==> src/rtl/seven_seg_pkg.sv <==
// Shared glyphs, pin idle levels and the digit index type for the
// seven-segment scanner.
package seven_seg_pkg;

  typedef logic [2:0] digit_idx_t;

  localparam logic [7:0] ANODE_OFF   = 8'hFF;
  localparam logic [7:0] CATHODE_OFF = 8'hFF;

  // active-low {g,f,e,d,c,b,a}
  localparam logic [6:0] SEG_0 = 7'h40;
  localparam logic [6:0] SEG_1 = 7'h79;
  localparam logic [6:0] SEG_2 = 7'h24;
  localparam logic [6:0] SEG_3 = 7'h30;
  localparam logic [6:0] SEG_4 = 7'h19;
  localparam logic [6:0] SEG_5 = 7'h12;
  localparam logic [6:0] SEG_6 = 7'h02;
  localparam logic [6:0] SEG_7 = 7'h78;
  localparam logic [6:0] SEG_8 = 7'h00;
  localparam logic [6:0] SEG_9 = 7'h10;
  localparam logic [6:0] SEG_A = 7'h08;
  localparam logic [6:0] SEG_B = 7'h03;
  localparam logic [6:0] SEG_C = 7'h46;
  localparam logic [6:0] SEG_D = 7'h21;
  localparam logic [6:0] SEG_E = 7'h06;
  localparam logic [6:0] SEG_F = 7'h0E;

endpackage

==> src/rtl/seven_seg_scanner_hex.sv <==
// Nibble to active-low seven-segment glyph decoder.
// Purely combinational; used once per scanner for the selected digit.
import seven_seg_pkg::*;

module hex_to_seg7 (
  input  logic [3:0] nib,
  output logic [6:0] seg
);

  always_comb begin
    seg = SEG_0;
    unique case (nib)
      4'h0: seg = SEG_0;
      4'h1: seg = SEG_1;
      4'h2: seg = SEG_2;
      4'h3: seg = SEG_3;
      4'h4: seg = SEG_4;
      4'h5: seg = SEG_5;
      4'h6: seg = SEG_6;
      4'h7: seg = SEG_7;
      4'h8: seg = SEG_8;
      4'h9: seg = SEG_9;
      4'hA: seg = SEG_A;
      4'hB: seg = SEG_B;
      4'hC: seg = SEG_C;
      4'hD: seg = SEG_D;
      4'hE: seg = SEG_E;
      4'hF: seg = SEG_F;
    endcase
  end

endmodule

==> src/rtl/seven_seg_scanner.sv <==
// 8-digit multiplexed seven-segment driver with tear-free frame commit.
// Optional macro LEADING_ZERO_BLANK_EN blanks leading zero digits.
import seven_seg_pkg::*;

module seven_seg_scanner #(
  parameter int REFRESH_DIV = 100000
) (
  input  logic        clk,
  input  logic        rst,
  input  logic [31:0] data_i,
  input  logic        data_valid,
  output logic        data_ready,
  input  logic [7:0]  dp_i,
  input  logic [7:0]  digit_en,
  output logic [7:0]  anode,
  output logic [7:0]  cathode,
  output logic        frame_start
);

  localparam int PW = $clog2(REFRESH_DIV);
  localparam logic [PW-1:0] CNT_MAX = PW'(REFRESH_DIV - 1);

  logic [PW-1:0] cnt;
  digit_idx_t    idx;
  logic [31:0]   disp_reg;
  logic [31:0]   pend_reg;
  logic          pend_full;
  logic          tick;
  logic          accept;
  logic          commit;
  logic [3:0]    nib;
  logic [6:0]    seg;
  logic          blank;
  logic          show;

  assign tick        = (cnt == CNT_MAX);
  assign frame_start = tick && (idx == 3'd7);
  assign data_ready  = !pend_full;
  assign accept      = data_valid && data_ready;
  assign commit      = frame_start && pend_full;
  assign nib         = disp_reg[{idx, 2'b00} +: 4];

  hex_to_seg7 u_hex (
    .nib (nib),
    .seg (seg)
  );

`ifdef LEADING_ZERO_BLANK_EN
  // hi_zero[k]: nibble k and every nibble above it are zero
  logic [7:0] hi_zero;

  always_comb begin
    hi_zero = '0;
    for (int k = 0; k < 8; k++)
      hi_zero[k] = ((disp_reg >> (4 * k)) == 32'h0);
  end

  assign blank = (idx != 3'd0) && hi_zero[idx];
`else
  assign blank = 1'b0;
`endif

  assign show = digit_en[idx] && !blank;

  always_ff @(posedge clk or posedge rst) begin
    if (rst) begin
      cnt <= '0;
      idx <= '0;
    end else begin
      cnt <= tick ? '0 : cnt + PW'(1);
      if (tick)
        idx <= idx + 3'd1;
    end
  end

  // accept and commit are exclusive: commit needs pend_full
  always_ff @(posedge clk or posedge rst) begin
    if (rst) begin
      pend_reg  <= '0;
      pend_full <= 1'b0;
      disp_reg  <= '0;
    end else if (accept) begin
      pend_reg  <= data_i;
      pend_full <= 1'b1;
    end else if (commit) begin
      disp_reg  <= pend_reg;
      pend_full <= 1'b0;
    end
  end

  always_ff @(posedge clk or posedge rst) begin
    if (rst) begin
      anode   <= ANODE_OFF;
      cathode <= CATHODE_OFF;
    end else if (show) begin
      anode   <= ~(8'b1 << idx);
      cathode <= {~dp_i[idx], seg};
    end else begin
      anode   <= ANODE_OFF;
      cathode <= CATHODE_OFF;
    end
  end

endmodule

==> config.mk <==
export PLATFORM = sky130hd
export DESIGN_NAME = seven_seg_scanner
export DESIGN_NICKNAME = d
export VERILOG_FILES = /design/src/rtl/seven_seg_pkg.sv /design/src/rtl/seven_seg_scanner_hex.sv /design/src/rtl/seven_seg_scanner.sv
export SDC_FILE = /design/constraint.sdc
export NUM_CORES = 1
export LEC_CHECK = 0
export CORE_UTILIZATION = 35
export DETAILED_ROUTE_END_ITERATION = 16
export SYNTH_ARGS = -nofsm -noshare
export SYNTH_HDL_FRONTEND = slang
export SYNTH_SLANG_ARGS = --single-unit
export TNS_END_PERCENT = 1
==> constraint.sdc <==
create_clock -name clk -period 4.8 [get_ports clk]
set_clock_uncertainty 0.15 [all_clocks]
set_input_delay 0.96 -clock clk [delete_from_list [all_inputs] [get_ports clk]]
set_output_delay 0.96 -clock clk [all_outputs]
set_load 0.01 [all_outputs]
==> results.json, run 1 <==
{
  "vias": 2821,
  "nets": 474,
  "syn-cell-area_sq_mm": 0.00456,
  "synth_cell_types": 41,
  "post_cts_buffers": 0,
  "worstReg2RegStart": "idx[0]",
  "num_rows": 41,
  "worstSetupPathType": "reg2out",
  "cts_buffers": 9,
  "fin_crit_ns": 3.37,
  "wl_per_cell_um": 15.1,
  "rr_endpoint": "cathode[4]",
  "max_freq_ghz": 0.297,
  "synth_top_area_share": 0.466,
  "grt_util_all_layers": 0.144,
  "gp_congestion": 0.750,
  "hp-start": "disp_reg[24]",
  "mostFrequentLayoutCells": "dfrtp_1, clkdlybuf4s50_1, mux2_2",
  "tightest_slew_ns": 0.750,
  "final_cells": 587,
  "critPathCaptureType": "output port",
  "final_common_cell": "dfrtp_1",
  "peakVddDrop_mv": 0.234,
  "crit_arrival_ns": 2.26,
  "status": "complete, no violations",
  "num-fill-cells": 1172,
  "cp_max_fo": 5,
  "grt_max_degree": 62,
  "antenna_found_initial": 0,
  "area_growth_pct": 25.6,
  "tns_ns": 0,
  "insertion_delay_ns": 0.34,
  "min_path_type": "reg2reg",
  "post_route_cells_drive_above_1_share": 0.227,
  "dpl_cell_area_sq_mm": 0.00543,
  "hold_path_depth": 1,
  "ctsLongestPathBuffers": 2,
  "worst-r2r-setup-slack_ns": 1.90,
  "placedCellCount": 571,
  "design_area_sq_mm": 0.00573,
  "reg2regPathDepth": 8,
  "rsz0062_at_grt": "false",
  "leakage_nw": 2.53,
  "portBuffers": 68,
  "postRouteAntennaNets": 0,
  "clk_pin_slew_worst_paths_ns": 0.07,
  "finalWirelength_um": 8890,
  "p_per_area_mw_per_mm2": 304,
  "drv_cap": 0,
  "dieHeight_um": 116,
  "antenna_cells": 0,
  "cts_tree": "done",
  "start_util": 0.360,
  "ys_warn_count": 0,
  "numClockSinks": 101,
  "syn_inst": 339,
  "cts.repair.resized": 0,
  "syn_nets": 403,
  "syn_avg_cell_area_sq_um": 13.5,
  "crit_slowest_cell": "clkdlybuf4s50_1",
  "seq_area_frac_synth": 0.558,
  "grt.overflow.total": 0,
  "setup_slack_ns": 1.43,
  "start_kind": "flip-flop",
  "final_hold_viol_count": 0,
  "grt_pass1_vias": 2919,
  "drv_slew": 0,
  "hold_end": "disp_reg[24]",
  "hold_buffers": 0,
  "max_stage_delay_ns": 0.54,
  "die_w_um": 116,
  "grt_pass1_wl_um": 14600,
  "hpwl_um": 6430,
  "drtPass1Iterations": 4,
  "setup_viol": 0,
  "ys_ff_latch": 101,
  "cts_root_buf": "clkbuf_16",
  "htreeDepth": 3,
  "pre_cts_ws_ns": 1.66,
  "drt_iter0_markers": 111,
  "period_share": 0.702,
  "cp.required_ns": 3.69,
  "maxSlewHeadroom": 0.500,
  "core_region_area_sq_mm": 0.0127,
  "synth.largest_area_cell": "dfrtp_1",
  "ios": 69,
  "viasPerCell": 4.81,
  "crit_chain": "ha_1 > and4_1 > nand2_1 > nor3_1 > and2_1 > clkdlybuf4s50_1",
  "drc": 0,
  "synth_area_leaders": "dfrtp_1, mux2_2, dfstp_2",
  "fin_util": 0.452,
  "fp.dieArea_sq_mm": 0.0135
}
-- where the power goes --
part	switching (W)	internal, W	leakage [nW]
registers	0.0000174	0.000889	1.29
clock network	0.000309	0.000423	0.144
logic	0.0000373	0.0000704	1.10
total	0.000364	0.00138	2.53
-- per-stage QoR --
stage	hold WS [ns]	total power (W)
finish	0.334	0.00175
global route	0.349	0.00182
CTS	0.337	0.00178
detailed placement	0.321	0.00103
global placement	0.317	0.00103
floorplan	0.302	0.000965
-- how the worst max path moves through the flow --
stage / startpoint / end / cells past startpoint
after global routing: cnt[0] / frame_start / 6
after global placement: digit_en[0] / cathode[0] / 6
after detailed placement: digit_en[1] / cathode[0] / 6
after CTS: idx[0] / frame_start / 4
after floorplan: rst / cnt[0] / 1
final: cnt[0] / frame_start / 6
-- Yosys cell counts, drive strengths merged --
cell	n
and2	4
dfrtp	85
nand4b	1
nor2	24
nor3b	1
nand4	2
mux4	9
a31oi	1
a21oi	3
mux2i	9
mux2	70
a211oi	1
o21ai	2
a22oi	2
o211ai	1
buf	11
xnor2	10
ha	13
clkbuf	3
inv	10
a32o	1
or3b	1
and3	3
o311ai	2
o221ai	2
nor2b	3
nor3	7
xor2	6
nand2	20
dfstp	16
nand3	14
and4	2
-- cell families (layout without fill, tap and decap cells) --
| logic type | count (synthesis) | in the layout | synth area share |
|---|---|---|---|
| adders and majority gates | 13 | 13 | 0.0356 |
| DFF | 101 | 101 | 0.558 |
| AOI/OAI and AO/OA | 15 | 15 | 0.0244 |
| muxes | 88 | 88 | 0.240 |
| xor gates and xnor gates | 16 | 16 | 0.0307 |
| buffers and inverters | 24 | 100 | 0.0252 |
| and+or+nand+nor | 82 | 82 | 0.0856 |
-- routing by layer --
| layer | track usage | share of wire |
|---|---|---|
| met2 | 0.233 | 0.47 |
| met1 | 0.188 | 0.47 |
| met4 | 0.0385 | 0.011 |
| met3 | 0.0462 | 0.054 |
| met5 | 0 | 0 |
-- worst max-delay path: cells and delay by family, from the launching register on --
| family | cells | cell delay (ns) |
|---|---|---|
| buffers and inverters | 1 | 0.54 |
| adder cells (fa/ha/maj) | 1 | 0.21 |
| flip-flops | 1 | 0.38 |
| AND/OR/NAND/NOR | 4 | 0.79 |
-- area by class of cell --
class,count,area [sq um],area share
Multi-Input combinational cell,214,1900,0.332
Inverter,10,40.0,0.00698
Timing Repair Buffer,74,726,0.127
Tap cell,172,215,0.0375
Clock inverter,4,55.1,0.00960
Clock buffer,12,246,0.0430
Sequential cell,101,2550,0.444
Note: power is estimated with default switching activity, not from simulation.
==> run 2: changes to the inputs <==
Clock period 4.8 ns to 3.1 ns, I/O delays scaled along.
==> run 2 against run 1 <==
Net effect:
- clock power increased by 69%
- combinational power up 56%
- non-clock buffer count increased by 5
- setup slack got worse by 1.3 ns
- power increased by 61%
- global-route usage grew 0.12 points
==> results.json, run 2 (same netlist as run 1, synthesis figures left out) <==
{
  "status": "complete, no violations",
  "postRouteAntennaNets": 0,
  "drc": 0,
  "maxSlewHeadroom": 0.541,
  "finalWirelength_um": 8740,
  "cts_tree": "done",
  "start_util": 0.360,
  "grt_max_degree": 102,
  "crit_chain": "ha_1 > and4_2 > nand2_1 > nor3_2 > and2_1 > clkdlybuf4s50_1",
  "numClockSinks": 101,
  "area_growth_pct": 27.8,
  "nets": 479,
  "cp.required_ns": 2.33,
  "htreeDepth": 3,
  "worstReg2RegStart": "idx[0]",
  "power_w": 0.00281,
  "fp.dieArea_sq_mm": 0.0135,
  "drtPass1Iterations": 4,
  "period_share": 0.954,
  "setup_viol": 0,
  "leakage_nw": 2.58,
  "reg2regPathDepth": 6,
  "portBuffers": 68,
  "antenna_found_initial": 0,
  "crit_arrival_ns": 2.19,
  "insertion_delay_ns": 0.34,
  "wl_per_cell_um": 14.8,
  "tightest_slew_ns": 0.670,
  "drv_cap": 0,
  "setup_slack_ns": 0.143,
  "dieHeight_um": 116,
  "peakVddDrop_mv": 0.242,
  "vias": 2818,
  "drt_iter0_markers": 155,
  "hold_path_depth": 1,
  "hpwl_um": 6160,
  "viasPerCell": 4.76,
  "crit_slowest_cell": "clkdlybuf4s50_1",
  "gp_congestion": 0.821,
  "timing.critical_path.buf_inv": 1,
  "cts_buffers": 9,
  "max_stage_delay_ns": 0.53,
  "max_freq_ghz": 0.338,
  "min_path_type": "reg2reg",
  "num_rows": 41,
  "critPathCaptureType": "output port",
  "final_hold_viol_count": 0,
  "core_region_area_sq_mm": 0.0127,
  "rsz0062_at_grt": "false",
  "worst-r2r-setup-slack_ns": 0.51,
  "hp-start": "disp_reg[10]",
  "worstSetupPathType": "reg2out",
  "cp_max_fo": 5,
  "die_w_um": 116,
  "p_per_area_mw_per_mm2": 481,
  "start_kind": "flip-flop",
  "cts.repair.resized": 0,
  "antenna_cells": 0,
  "rr_endpoint": "cathode[0]",
  "hold_ws_ns": 0.332,
  "tns_ns": 0,
  "fin_crit_ns": 2.96,
  "ctsLongestPathBuffers": 2,
  "grt.overflow.total": 0,
  "grt_pass1_wl_um": 14800,
  "post_cts_buffers": 0,
  "post_route_cells_drive_above_1_share": 0.248,
  "drv_slew": 0,
  "grt_pass1_vias": 2938,
  "final_common_cell": "dfrtp_1",
  "mostFrequentLayoutCells": "dfrtp_1, clkdlybuf4s50_1, mux2_2",
  "pre_cts_ws_ns": 0.297,
  "cts_root_buf": "clkbuf_16",
  "ios": 69,
  "grt_util_all_layers": 0.146,
  "clk_pin_slew_worst_paths_ns": 0.07,
  "path_delay_family": "simple AND/OR/NAND/NOR gates",
  "hold_buffers": 0,
  "hold_end": "disp_reg[10]"
}
[run 2: final cells by class]
| cell class | count | area, sq um |
|---|---|---|
| fillers | 1186 | 6840 |
| well taps | 172 | 215 |
| inverters | 10 | 41.3 |
| clock inverters | 6 | 91.3 |
| flip-flops and latches | 101 | 2550 |
| multi-input cells | 214 | 1910 |
| clock buffers | 10 | 239 |
| repair buffers | 79 | 788 |
[run 2: power breakdown]
group	internal, W	total, W	switching, W
Sequential	0.00138	0.00140	0.0000256
Combinational	0.000110	0.000169	0.0000586
Clock	0.000737	0.00124	0.000501
[run 2: worst max-delay path by stage]
stage | startpoint | endpoint | cells past startpoint
after global routing | cnt[0] | frame_start | 6
final | cnt[0] | frame_start | 6
after detailed placement | digit_en[0] | cathode[0] | 6
after global placement | digit_en[0] | cathode[0] | 6
after CTS | cnt[0] | frame_start | 6
after floorplan | idx[0] | cathode[5] | 10
[run 2: metrics by stage]
stage / util / cells / instance area (sq um)
floorplan: - / 339 / 4570
global placement: 0.434 / 576 / 5500
detailed placement: 0.434 / 576 / 5500
CTS: 0.460 / 592 / 5830
global route: 0.460 / 592 / 5830
finish: 0.460 / 592 / 5830
[run 2: per-layer routing]
| layer | global-route usage | routed length [um] |
|---|---|---|
| met2 | 0.220 | 3890 |
| met4 | 0.0556 | 140 |
| met1 | 0.200 | 4300 |
| met5 | 0 | 0 |
| met3 | 0.0394 | 415 |
==> RTL change 1, RTL diff (flow settings as in run 1) <==
Add a define of `LEADING_ZERO_BLANK_EN`.
--- a/src/rtl/seven_seg_scanner.sv
+++ b/src/rtl/seven_seg_scanner.sv
@@ -1,5 +1,7 @@
 // 8-digit multiplexed seven-segment driver with tear-free frame commit.
 // Optional macro LEADING_ZERO_BLANK_EN blanks leading zero digits.
+`define LEADING_ZERO_BLANK_EN
+
 import seven_seg_pkg::*;
 
 module seven_seg_scanner #(
Behaviour: same outputs for any inputs over 10 cycles, from zero or initial values and one cycle with rst high; that may be too few to reach the edited logic, so the function may still have changed.
==> RTL change 1 against run 1 <==
Worst setup slack got worse by 170 ps; worst hold slack got worse by 3.0 ps; power decreased by 1.1%; area after synthesis is 3.8% higher; sequential share of layout area shrank 1.1 points; via count is 1.6% higher; wire length grew 4.2%; design area rose by 2.6%; synthesized cell count increased by 0.88%; die area up 3.7%; sequential cell count unchanged; global-route usage is 0.15 points higher; highest routed layer unchanged.
==> RTL change 1: results (changes against run 1) <==
[setup_path]
critPathMaxStageDelay_ps = 830  ; +290 ps
crit_family = flip-flops
arrival_ps = 2420  ; +160 ps
cpMaxStageDelayCell = dfrtp_1
crit_fanout = 17  ; +12

[cells_and_area]
layout.nets = 476  ; +0.42%
drive_gt1_share_pct = 28.5  ; +5.9 points

[pwr]
internal_power_mw = 1.36  ; -1.3%
p_leak_nw = 2.62  ; +3.3%
powerDensity_mw_per_mm2 = 293  ; -3.6%
pwr-share-seq_pct = 52.9  ; +1.0 points

[routing]
via_per_inst = 4.83  ; +0.53%
drt-initial-drc-count = 186  ; +68%
wl_met1_um = 4360  ; +4.8%

[grt]
grt_pass1_vias = 2950  ; +1.1%
grt_max_degree = 44  ; -29%
grt_usage_pct = 14.6  ; +0.15 points
grt_pass1_wl_um = 15600  ; +6.9%
grt_use_met1_pct = 19.5  ; +0.72 points

[synthesis]
synth.distinct_cells = 43  ; +4.9%
synthTopCellsByCount = 85 x dfrtp_1, 38 x mux2_2, 29 x mux2_4
synth_seq_area_share_pct = 53.8  ; -2.0 points
syn-num-nets = 406  ; +0.74%
synth_area_leaders = dfrtp_1 45%, mux2_4 9.2%, mux2_2 9.0%

[placement]
dpl.hpwl_um = 6860  ; +6.6%
place_area_mm2 = 0.00559  ; +2.8%

[status]
status = complete, no violations

[RTL change 1: changes by cell type in the layout (fill, tap and decap cells not counted), moves of 4 or more]
cell,delta
mux2_1,-27
mux2_4,+25
nand2_1,+4
nand3_1,-5
nor2_1,-7
nor3_1,-4
nor4_1,+7
[RTL change 1: cell type report]
class / instances / area [um2]
Multi-Input combinational cell: 218 / 2070
Fill cell: 1237 / 7360
Inverter: 10 / 40.0
Timing Repair Buffer: 72 / 711
Tap cell: 176 / 220
Clock inverter: 3 / 26.3
Sequential cell: 101 / 2550
Clock buffer: 13 / 270
[RTL change 1: final timing paths]
path,from,slack (ps),end,cells past startpoint
setup / recovery,idx[1],1270,frame_start,4
min in group asynchronous,rst,850,pend_reg[30],2
setup reg to reg,idx[0],1680,cathode[1],7
hold / removal,cnt[0],330,cnt[0],1
hold reg to reg,cnt[0],330,cnt[0],1
max in group asynchronous,rst,2810,cathode[6],3
==> RTL change 2, RTL diff (settings of run 1) <==
Without the edit above. Register the output `anode` once more, cleared by the reset; this adds one clock of latency there. The other outputs are not delayed to match.
--- a/src/rtl/seven_seg_scanner.sv
+++ b/src/rtl/seven_seg_scanner.sv
@@ -19,6 +19,8 @@
 
   localparam int PW = $clog2(REFRESH_DIV);
   localparam logic [PW-1:0] CNT_MAX = PW'(REFRESH_DIV - 1);
+
+  logic [7:0] anode_s0;
 
   logic [PW-1:0] cnt;
   digit_idx_t    idx;
@@ -90,14 +92,22 @@
 
   always_ff @(posedge clk or posedge rst) begin
     if (rst) begin
-      anode   <= ANODE_OFF;
+      anode_s0 <= ANODE_OFF;
       cathode <= CATHODE_OFF;
     end else if (show) begin
-      anode   <= ~(8'b1 << idx);
+      anode_s0 <= ~(8'b1 << idx);
       cathode <= {~dp_i[idx], seg};
     end else begin
-      anode   <= ANODE_OFF;
+      anode_s0 <= ANODE_OFF;
       cathode <= CATHODE_OFF;
+    end
+  end
+
+  always_ff @(posedge clk or posedge rst) begin
+    if (rst) begin
+      anode <= '0;
+    end else begin
+      anode <= anode_s0;
     end
   end
 
Behaviour: not the same (Yosys sat finds a counterexample within 4 cycles, from zero or initial values and one cycle with rst high).
==> RTL change 2 against run 1 <==
Worst hold slack worse by 95 ps; wire length down 1.2%; worst setup slack worse by 200 ps; sequential cell count up 8; non-clock buffer count down 2; area after synthesis up 6.9%; design area up 4.8%; power up 7.3%; first-iteration DRC count up 12%; register-to-register slack worse by 500 ps; largest power group unchanged; highest routed layer unchanged.
==> RTL change 2: results (changes against run 1) <==
[routing]
wire_per_inst_um = 14.7  ; -3.2%
dr.pass1.iters = 6  ; +2
drt-initial-drc-count = 124  ; +12%
wl_met1_um = 4220  ; +1.2%
wl_met2_um = 3930  ; -5.1%
wl_met3_um = 446  ; -6.7%
via_per_inst = 4.77  ; -0.65%
maxUsedRoutingLayer = met4

[grt]
grt_use_met1_pct = 18.2  ; -0.57 points
grt_max_degree = 72  ; +16%
grt_pass1_vias = 3022  ; +3.5%
met2_usage_pct = 20.8  ; -2.5 points
grt_pass1_wl_um = 15100  ; +3.4%
grt_usage_pct = 13.7  ; -0.72 points
antenna_found_initial = 0  ; unchanged
grt_use_met3_pct = 3.42  ; -1.2 points

[clock_tree]
path_clk_slew_ps = 70  ; about the same
cts_root_buffer = clkbuf_16
cts_resized = 0  ; unchanged
clk_path_buf_depth = 2  ; unchanged
post_cts_buffers = 0  ; unchanged
numCtsBuffers = 9  ; unchanged
clk_latency_ps = 350
htreeDepth = 3  ; unchanged

[synthesis]
synthArstFlopShare_pct = 100  ; unchanged
synth-xor-area-share_pct = 3.05  ; -0.018 points
synth_fa_ha_area_share_pct = 3.34  ; -0.23 points
synthTopCellsByCount = 93 x dfrtp_1, 39 x mux2_2, 25 x nand2_1
synth.area.mux_share_pct = 23.5  ; -0.55 points
synth_area_leaders = dfrtp_1 48%, mux2_2 9.0%, dfstp_2 8.6%
syn-num-nets = 415  ; +3.0%
synth_seq_area_share_pct = 56.3  ; +0.51 points
synth_ff_type = dfrtp_1
synth_compound_area_share_pct = 2.26  ; -0.18 points
synth.distinct_cells = 42  ; +2.4%

[hold_path]
hp-class = reg2reg
min_from = anode_s0[6]

[setup_path]
crit_fanout = 13  ; +8
crit_family = buffers and inverters
worstReg2RegStart = cnt[5]
critPathMaxStageDelay_ps = 650  ; +110 ps
arrival_ps = 2460  ; +200 ps
cpMaxStageDelayCell = dfrtp_1
critPathLaunch = idx[1]

[placement]
io_buffers = 68  ; unchanged
gp_congestion = 0.739  ; -1.6%
dpl.hpwl_um = 6160  ; -4.3%

[status]
status = complete, no violations

[cells_and_area]
layout.nets = 482  ; +1.7%
drive_gt1_share_pct = 25.3  ; +2.6 points

[pwr]
ir_drop_v = 0.000185  ; -21%
p_leak_nw = 2.60  ; +2.7%

[sta]
slew_headroom_pct = 37.8  ; -12 points

## RTL change 2: changes by cell type in the layout (fill, tap and decap cells not counted), moves of 3 or more
| cell | before | now |
|---|---|---|
| nor2_1 | 24 | 20 |
| nand4_1 | 2 | 5 |
| mux2_4 | 4 | 20 |
| nand2_1 | 20 | 25 |
| dfrtp_1 | 85 | 93 |
| mux2_1 | 27 | 10 |
| inv_1 | 7 | 11 |
| nor3_1 | 7 | 4 |
## RTL change 2: final timing paths
check                                     to  slack, ps  cells after the start
worst max-delay path             frame_start       1230                      5
worst min register to register      anode[6]        240                      0
min in group asynchronous       pend_reg[13]       1000                      2
max in group asynchronous         cathode[1]       2620                      3
worst max register to register  disp_reg[30]       1400                      5
worst min-delay path                anode[6]        240                      0
## RTL change 2: stage by stage
step	cells	hold slack, ps	worst slack (ps)	instance area [um2]	util, %
2_1_floorplan	351	229	843	4880	-
3_3_place_gp	583	231	1420	5690	42.5
3_5_place_dp	583	231	1370	5690	42.5
4_1_cts	599	240	1190	6010	44.8
5_1_grt	599	242	1090	6010	44.8
6_report	599	239	1230	6010	44.8
## RTL change 2: area by class of cell
type | count | area [um2]
clock inverter | 6 | 86.3
sequential | 109 | 2750
multi-input combinational | 212 | 1960
clock buffer | 10 | 229
inverter | 14 | 55.1
tap | 176 | 220
fill | 1229 | 7390
timing repair buffer | 72 | 711
## RTL change 2: power breakdown
| group | leakage, nW | switching [mW] | internal [mW] |
|---|---|---|---|
| Sequential | 1.36 | 0.0189 | 0.956 |
| Combinational | 1.09 | 0.0384 | 0.0703 |
| Clock | 0.153 | 0.331 | 0.457 |
## RTL change 2: kinds of logic after synthesis
logic type | after synthesis
compound gates | 15
xor+xnor | 17
flops | 109
buf+inv | 30
mux | 87
fa+ha+maj | 13
simple gates | 80
